$ cat config.mk
export PLATFORM = sky130hd
export DESIGN_NAME = cassette_in
export DESIGN_NICKNAME = d
export VERILOG_FILES = /design/src/rtl/cassette_in.sv
export SDC_FILE = /design/constraint.sdc
export NUM_CORES = 1
export LEC_CHECK = 0
export BUFFER_PORTS_ARGS = -buffer_cell sky130_fd_sc_hd__buf_2
export CAP_MARGIN = 20
export CORE_MARGIN = 2
export CORE_UTILIZATION = 35
export DETAILED_ROUTE_END_ITERATION = 7
export PLACE_DENSITY = 0.59
export SLEW_MARGIN = 0
export SYNTH_ARGS = -nofsm -noshare
export SYNTH_HDL_FRONTEND = slang
export SYNTH_SLANG_ARGS = --single-unit
$ cat constraint.sdc
create_clock -name CLK -period 2.7 [get_ports CLK]
set_input_delay 0.27 -clock CLK [delete_from_list [all_inputs] [get_ports CLK]]
set_output_delay 0.27 -clock CLK [all_outputs]
set_load 0.005 [all_outputs]
$ cat src/rtl/cassette_in.sv
// Cassette input front end: synchronizer, glitch filter, edge-to-edge period
// counter and a small read-only register window on the CPU bus.
module cassette_in #(
  parameter int FILTER_LEN = 4,
  parameter int CNT_W      = 16
) (
  input  logic        CLK,
  input  logic        nRST,
  input  logic        cass_in,
  input  logic [15:0] addr,
  output logic [7:0]  data_out,
  output logic        data_oe
);

  localparam int FW = (FILTER_LEN > 1) ? $clog2(FILTER_LEN) : 1;
  localparam logic [FW-1:0] FILT_LAST = FW'(FILTER_LEN - 1);

  localparam logic [15:0] A_LEVEL  = 16'hC060;
  localparam logic [15:0] A_PER_LO = 16'hC061;
  localparam logic [15:0] A_PER_HI = 16'hC062;
  localparam logic [15:0] A_FLAGS  = 16'hC063;

  logic             sync_a_reg;
  logic             sync_b_reg;
  logic             level_reg;
  logic [FW-1:0]    filt_cnt_reg;
  logic [CNT_W-1:0] run_cnt_reg;
  logic [CNT_W-1:0] period_reg;
  logic [7:0]       hi_shadow_reg;
  logic             edge_flag_reg;
  logic             overrun_reg;
  logic [15:0]      prev_addr_reg;

  logic        edge_pulse;
  logic        new_addr;
  logic        acc_per_lo;
  logic        acc_flags;
  logic [15:0] period16;

  // The edge fires in the same cycle the filter commits the new level.
  assign edge_pulse = (sync_b_reg != level_reg) && (filt_cnt_reg == FILT_LAST);
  assign new_addr   = (addr != prev_addr_reg);
  assign acc_per_lo = new_addr && (addr == A_PER_LO);
  assign acc_flags  = new_addr && (addr == A_FLAGS);

  generate
    if (CNT_W >= 16) begin : g_wide
      assign period16 = period_reg[15:0];
    end else begin : g_narrow
      assign period16 = {{(16 - CNT_W){1'b0}}, period_reg};
    end
  endgenerate

  always_ff @(posedge CLK or negedge nRST) begin
    if (!nRST) begin
      sync_a_reg    <= 1'b0;
      sync_b_reg    <= 1'b0;
      level_reg     <= 1'b0;
      filt_cnt_reg  <= '0;
      run_cnt_reg   <= '0;
      period_reg    <= '0;
      hi_shadow_reg <= 8'h00;
      edge_flag_reg <= 1'b0;
      overrun_reg   <= 1'b0;
      prev_addr_reg <= 16'h0000;
    end else begin
      sync_a_reg <= cass_in;
      sync_b_reg <= sync_a_reg;

      if (sync_b_reg == level_reg) begin
        filt_cnt_reg <= '0;
      end else if (filt_cnt_reg == FILT_LAST) begin
        level_reg    <= sync_b_reg;
        filt_cnt_reg <= '0;
      end else begin
        filt_cnt_reg <= filt_cnt_reg + 1'b1;
      end

      if (edge_pulse) begin
        period_reg  <= run_cnt_reg;
        run_cnt_reg <= CNT_W'(1);
      end else if (run_cnt_reg != '1) begin
        run_cnt_reg <= run_cnt_reg + 1'b1;
      end

      // Old high byte is shadowed even if period_reg updates this same cycle.
      if (acc_per_lo) begin
        hi_shadow_reg <= period16[15:8];
      end

      if (edge_pulse) begin
        edge_flag_reg <= 1'b1;
      end else if (acc_flags) begin
        edge_flag_reg <= 1'b0;
      end

      if (acc_flags) begin
        overrun_reg <= 1'b0;
      end else if (edge_pulse && edge_flag_reg) begin
        overrun_reg <= 1'b1;
      end

      prev_addr_reg <= addr;
    end
  end

  always_comb begin
    data_out = 8'h00;
    data_oe  = 1'b0;
    case (addr)
      A_LEVEL: begin
        data_oe  = 1'b1;
        data_out = {level_reg, 7'b0};
      end
      A_PER_LO: begin
        data_oe  = 1'b1;
        data_out = period16[7:0];
      end
      A_PER_HI: begin
        data_oe  = 1'b1;
        data_out = hi_shadow_reg;
      end
      A_FLAGS: begin
        data_oe  = 1'b1;
        data_out = {edge_flag_reg, overrun_reg, 6'b0};
      end
      default: begin
        data_out = 8'h00;
        data_oe  = 1'b0;
      end
    endcase
  end

endmodule

==> impl_metrics.toml, run 1 <==
[worst_setup_path]
arrival_ns = 2.20
critPathKind = "flop to flop"
critPathRequiredTime_ns = 2.92
endpoint_kind = "flop"
path_max_fanout = 8
worst-r2r-setup-slack_ns = 0.72
timing.rr.end = "hi_shadow_reg[6]"
r2r_cells = 5
r2r-start = "prev_addr_reg[8]"
startpoint_type = "flop"

[yosys]
yosysMostFrequentCell = "dfrtp_1"
synth_area_per_cell_sq_um = 11.1
synth_edf_count = 0
synthTopCellsByCount = "dfrtp_1 (63), nand2_1 (54), nor2_1 (23)"
yosys_most_used_dff = "dfrtp_1"
netlist_instances = 258
synthDistinctLibCells = 48
synth_nets = 279
yosys.area.top_type = "dfrtp_1"
synthTopCellsByArea = "dfrtp_1 (55%), nand2_1 (7.1%), xor2_1 (6.8%), mux2_4 (4.2%), nor2_1 (3.0%)"
synth_top_area_share_pct = 55.3
ys_seq_area_share_pct = 55.3
ys_seq_elements = 63
ys_warn_count = 0
async_flop_share_pct = 100
syn_area_sq_um = 2850

[power]
p_switching_mw = 0.695
finalPower_mw = 2.38
netSwitchingFraction_pct = 29.2
power_frac_comb_pct = 15.5
powerDensity_nw_per_um2 = 726
clkPwrFrac_pct = 33.8
internal_power_mw = 1.68
power_leakage_nw = 1.53
power.share.sequential_pct = 50.7
ir_worst_vdd_mv = 0.377

[sta]
finalHoldViolCount = 0
hold-worst-slack_ns = 0.0370
rsz0062_at_grt = "false"
setup_tns_ns = 0
maxSlewHeadroom_pct = 52.5
drv_slew = 0
finalCriticalPeriod_ns = 1.98
skew_ns = 0.00908
period_share_pct = 73.4
setup_viol_count_final = 0
max_freq_ghz = 0.505
worst_slew_pin_slew_ns = 0.710

[cells_and_area]
num_antenna_cells = 0
syn_to_final_growth_pct = 15.0
nets = 309
drive_gt1_share_pct = 23.2
post-route-util_pct = 42.0
fin_area_sq_um = 3280
fillerInstances = 759

[global_routing]
grt-busiest-layer = "met2"
grt_pass1_wl_um = 9590
grt.met1_usage_pct = 19.9
grt_util_met2_pct = 20.5
antenna_found_initial = 0
gr-total-overflow = 0
grt_max_degree = 29
grt_pass1_vias = 1896
grt_use_total_pct = 14.3
gr-usage-met3_pct = 5.46

[cts]
ctsRootBufferMaster = "clkbuf_8"
numCtsBuffers = 9
htree_levels = 3
clock_path_buffers = 2
clkTransAtPathRegs_ns = 0.07
numClockSinks = 63
insertion_delay_ns = 0.34
post_cts_buffers = 0
cts_tree = "yes"

[min_path]
whs_endpoint = "sync_a_reg"
hp-class = "primary input to flop"
worstHoldStart = "cass_in"
hold_depth = 1

[routing]
drtAntennaViolNets = 0
firstDrtPassIters = 4
via_per_inst = 4.78
drc_errors = 0
vias = 1887
drtIter0Drc = 110
wl_um = 5540
avgRoutedWirePerCell_um = 14.0

[floorplanning]
core_sq_um = 7810
start_util_pct = 36.5
io-pin-count = 28
die_w_um = 94.3
die-area_sq_um = 8880
die_y_um = 94.3
rows = 32

[place]
gp_congestion = 0.763
port_buffers = 27
dp_hpwl_um = 4020
dpl_cell_area_sq_um = 3070

[outcome]
status = "finished, final reports clean"

[flow_run]
maxCapViolations = 0
-- area by class of cell --
type / count / area [sq um] / share of cell area (%)
Clock inverter: 6 / 60.1 / 1.83
Clock buffer: 10 / 138 / 4.20
Multi-Input combinational cell: 181 / 1200 / 36.6
Timing Repair Buffer: 31 / 168 / 5.11
Tap cell: 102 / 128 / 3.89
Sequential cell: 63 / 1580 / 48.1
Inverter: 2 / 8.76 / 0.267
-- through the flow --
stage,instances,setup WS (ns)
floorplan,258,0.981
global placement,378,0.558
detailed placement,378,0.534
finish,395,0.719
global route,395,0.622
CTS,395,0.707
-- per-layer routing --
metal	wire length (um)	share of wire, %
met3	295	5.3
met5	0	0
met1	2680	48
met2	2460	44
met4	102	1.8
-- cell families after synthesis --
kind of cell,Yosys count,synth area share (%)
AOI/OAI and AO/OA,22,5.48
and+or+nand+nor,119,21.2
DFF,63,55.3
adders and majority gates,2,0.877
xor gates and xnor gates,25,7.94
muxes,13,6.63
buffers and inverters,14,2.63
-- placed cells by master (no fill, tap or decap), types with 3 or more instances in the layout --
cell type and n:
and3_1 3, nand4_1 4, mux2_4 8, nor4_1 3
o21ai_1 3, clkinv_2 4, clkbuf_8 10, and2_1 3
buf_2 27, buf_4 3, nor3_1 8, nand3_1 5
xor2_1 22, nor2_1 23, dfrtp_1 63, a21oi_1 3
a22oi_1 7, nand2_1 54
-- how the worst max path moves through the flow --
| stage | start | cells after the start | to | slack (ns) |
|---|---|---|---|---|
| 2_1_floorplan | addr[0] | 7 | hi_shadow_reg[0] | 0.98 |
| 3_3_place_gp | addr[3] | 6 | hi_shadow_reg[4] | 0.56 |
| 3_5_place_dp | addr[3] | 6 | hi_shadow_reg[6] | 0.53 |
| 4_1_cts | prev_addr_reg[7] | 5 | hi_shadow_reg[6] | 0.71 |
| 5_1_grt | prev_addr_reg[8] | 5 | hi_shadow_reg[1] | 0.62 |
| 6_report | prev_addr_reg[8] | 5 | hi_shadow_reg[6] | 0.72 |
-- worst max-delay path, stage by stage, from the launching register on --
cell     delay, ns
dfrtp_1       0.37
xor2_1        0.14
nor4_1        0.36
nand4_1       0.22
and4b_1       0.43
mux2_4        0.36
-- timing repair --
action,4_1_cts,5_1_grt
endpoints found under the hold margin,26,0
gates resized for setup,0,0
hold buffers,1,0
-- power by group through the flow --
stage	Clock (mW)	Combinational [mW]	Sequential [mW]
after floorplan	0	0.280	1.18
after global placement	0	0.366	1.22
after detailed placement	0	0.372	1.22
after CTS	0.828	0.375	1.20
after global routing	0.881	0.438	1.22
final	0.805	0.368	1.21
No activity file was read; power rests on OpenSTA's default activity.
==> run 2: changes to the inputs <==
--- a/config.mk
+++ b/config.mk
@@ -5,12 +5,13 @@
 export SDC_FILE = /design/constraint.sdc
 export NUM_CORES = 1
 export LEC_CHECK = 0
+export ABC_AREA = 1
 export BUFFER_PORTS_ARGS = -buffer_cell sky130_fd_sc_hd__buf_2
 export CAP_MARGIN = 20
 export CORE_MARGIN = 2
 export CORE_UTILIZATION = 35
 export DETAILED_ROUTE_END_ITERATION = 7
-export PLACE_DENSITY = 0.59
+export PLACE_DENSITY = 0.61
 export SLEW_MARGIN = 0
 export SYNTH_ARGS = -nofsm -noshare
 export SYNTH_HDL_FRONTEND = slang
==> constraint.sdc (replaced) <==
create_clock -name CLK -period 1.7 [get_ports CLK]
set_input_delay 0.17 -clock CLK [delete_from_list [all_inputs] [get_ports CLK]]
set_output_delay 0.17 -clock CLK [all_outputs]
set_load 0.005 [all_outputs]
==> run 2 against run 1 <==
Combinational power rose by 110%. Largest cell class unchanged. First-iteration DRC count rose by 25%. Critical path depth grew 4. Sequential share of layout area fell by 5.9 points. Area after synthesis grew 6.3%. Hold slack gained 0.31 ns. Critical path type is now primary input to primary output.
==> impl_metrics.toml, run 2 <==
[outcome]
status = "finished, final reports clean"

[global_routing]
antenna_found_initial = 0
gr-total-overflow = 0
grt_max_degree = 64
grt_pass1_vias = 2570
grt_pass1_wl_um = 11800
grt_use_total_pct = 15.6

[cells_and_area]
drive_gt1_share_pct = 14.9
final-seq-area_sq_um = 1580
fin_area_sq_um = 3740
num_antenna_cells = 0
syn_to_final_growth_pct = 23.3
multi_input_area_sq_um = 1220
final_common_cell = "nand2_1"
layout_common_cells = "nand2_1 (133), dfrtp_1 (63), inv_1 (49), nor2_1 (34), nand3_1 (28)"
fillerInstances = 832
nets = 471

[min_path]
hp-class = "primary input to flop"

[routing]
drtAntennaViolNets = 0
topRoutingLayerUsed = "met4"
met1_length_um = 3380
vias = 2542
drc_errors = 0
via_per_inst = 4.54
wl_um = 6760
drtIter0Drc = 137
dr_wl_met3_um = 223
wl_met2_um = 3090
avgRoutedWirePerCell_um = 12.1
firstDrtPassIters = 4

[place]
port_buffers = 27
gp_congestion = 0.860
dpl_cell_area_sq_um = 3330
dp_hpwl_um = 4700

[sta]
rsz0062_at_grt = "false"
period_share_pct = 94.1
drv_slew = 0
maxSlewHeadroom_pct = 71.2
finalCriticalPeriod_ns = 1.60
skew_ns = 0.00793
max_freq_ghz = 0.625
worst_slew_pin_slew_ns = 0.428
finalHoldViolCount = 0
setup_viol_count_final = 0
setup_tns_ns = 0

[cts]
ctsRootBufferMaster = "clkbuf_8"
insertion_delay_ns = 0.34
clock_path_buffers = 2
clkTransAtPathRegs_ns = 0.07
numCtsBuffers = 9
htree_levels = 3
numClockSinks = 63
cts_tree = "yes"

[worst_setup_path]
arrival_ns = 1.43
max_stage_delay_ns = 0.19
crit_slowest_cell = "a21oi_1"
endpoint_kind = "primary output"
startpoint_type = "primary input"
critPathRequiredTime_ns = 1.53
cp_cell_sequence = "buf_2 -> nor2_1 -> nand3_1 -> nor2_2 -> nand2_2 -> clkinv_2 -> nand3_1 -> a21oi_1 -> buf_2"
path_buf_inv = 3
path_max_fanout = 10
critPathKind = "primary input to primary output"
critPathTopFamily = "simple AND/OR/NAND/NOR gates"

[power]
power_leakage_nw = 1.92
ir_worst_vdd_mv = 0.488
powerDensity_nw_per_um2 = 1060

[yosys]
synth_area_per_cell_sq_um = 7.79
synth_nets = 410
synthTopCellsByArea = "dfrtp_1 (52%), nand2_1 (16%), inv_1 (6.1%), nand3_1 (4.6%), nor2_1 (4.2%)"
yosys.area.top_type = "dfrtp_1"
syn_area_sq_um = 3030
synthDistinctLibCells = 32
yosys_most_used_dff = "dfrtp_1"
synthTopCellsByCount = "nand2_1 (133), dfrtp_1 (63), inv_1 (49)"
synth_top_area_share_pct = 52.0
netlist_instances = 389
ys_warn_count = 0
synth_edf_count = 0
async_flop_share_pct = 100
ys_seq_area_share_pct = 52.0
ys_seq_elements = 63
yosysMostFrequentCell = "nand2_1"

[floorplanning]
die_y_um = 97.1
die-area_sq_um = 9420
die_w_um = 97.1
io-pin-count = 28
core_sq_um = 8300
start_util_pct = 36.5
rows = 33

[flow_run]
maxCapViolations = 0
[run 2: changes by cell type in the layout (fill, tap and decap cells not counted), sizes merged, moves of 7 or more]
cell / previous run / this run
a21oi: 3 / 10
buf: 30 / 38
a22oi: 7 / 0
inv: 1 / 53
nor2: 24 / 39
o21ai: 5 / 21
nand3: 5 / 29
mux2: 10 / 0
nand2: 54 / 136
xor2: 23 / 1
dlygate4sd3: 1 / 18
[run 2: kinds of logic after synthesis]
family          synth area share [%]
simple gates                    30.8
xor+xnor                       0.289
flops                           52.0
compound gates                  7.93
fa+ha+maj                      0.826
buf+inv                         8.13
[run 2: through the flow]
stage	util [%]	instances	power, mW	hold slack (ns)	setup WS (ns)
floorplan	-	389	2.38	-0.126	0.255
global placement	40.1	523	2.60	0.213	0.136
detailed placement	40.1	523	2.62	0.214	0.105
CTS	44.6	557	3.95	0.326	0.0772
global route	45.0	560	4.22	0.360	0.00446
finish	45.0	560	3.95	0.347	0.100
[run 2: cell type report]
| cell class | count | area share (%) |
|---|---|---|
| multi-input cells | 265 | 32.6 |
| repair buffers | 56 | 11.0 |
| clock buffers | 12 | 3.88 |
| well taps | 105 | 3.52 |
| inverters | 55 | 5.59 |
| clock inverters | 4 | 1.21 |
| flip-flops and latches | 63 | 42.2 |
[run 2: final timing paths]
check	to	cells past startpoint	startpoint	slack, ns
max in group asynchronous	run_cnt_reg[15]	3	nRST	1.03
min in group asynchronous	prev_addr_reg[10]	3	nRST	0.38
hold reg to reg	sync_b_reg	0	sync_a_reg	0.35
setup reg to reg	run_cnt_reg[14]	8	run_cnt_reg[0]	0.16
hold / removal	hi_shadow_reg[7]	5	addr[0]	0.35
setup / recovery	data_out[0]	9	addr[11]	0.10
[run 2: report_power, final]
part	total, mW	switching, mW	internal, mW
Sequential	1.90	0.183	1.72
Combinational	0.777	0.440	0.338
Clock	1.27	0.556	0.711
Total	3.95	1.18	2.77
[run 2: what timing repair did]
action | 4_1_cts | 5_1_grt
hold buffers | 18 | 0
hold endpoints to repair | 80 | 0
setup buffers | 0 | 3
gates resized for setup | 0 | 2
setup endpoints to repair | 0 | 10
[run 2: worst reg2reg max path, stage by stage (launching register included)]
cell and delay (ns):
dfrtp_1 0.41, ha_1 0.24, nand2_2 0.10, nor2_4 0.04, nand2_1 0.10, clkinv_2 0.11
nand3_4 0.15, nand3_1 0.10, o21a_1 0.18
[run 2: routing by layer]
metal  up-vias  track usage, %
li1       1345               -
met1      1152            20.2
met2        39            24.6
met3         6            5.11
met4         0            5.53
met5         -               0
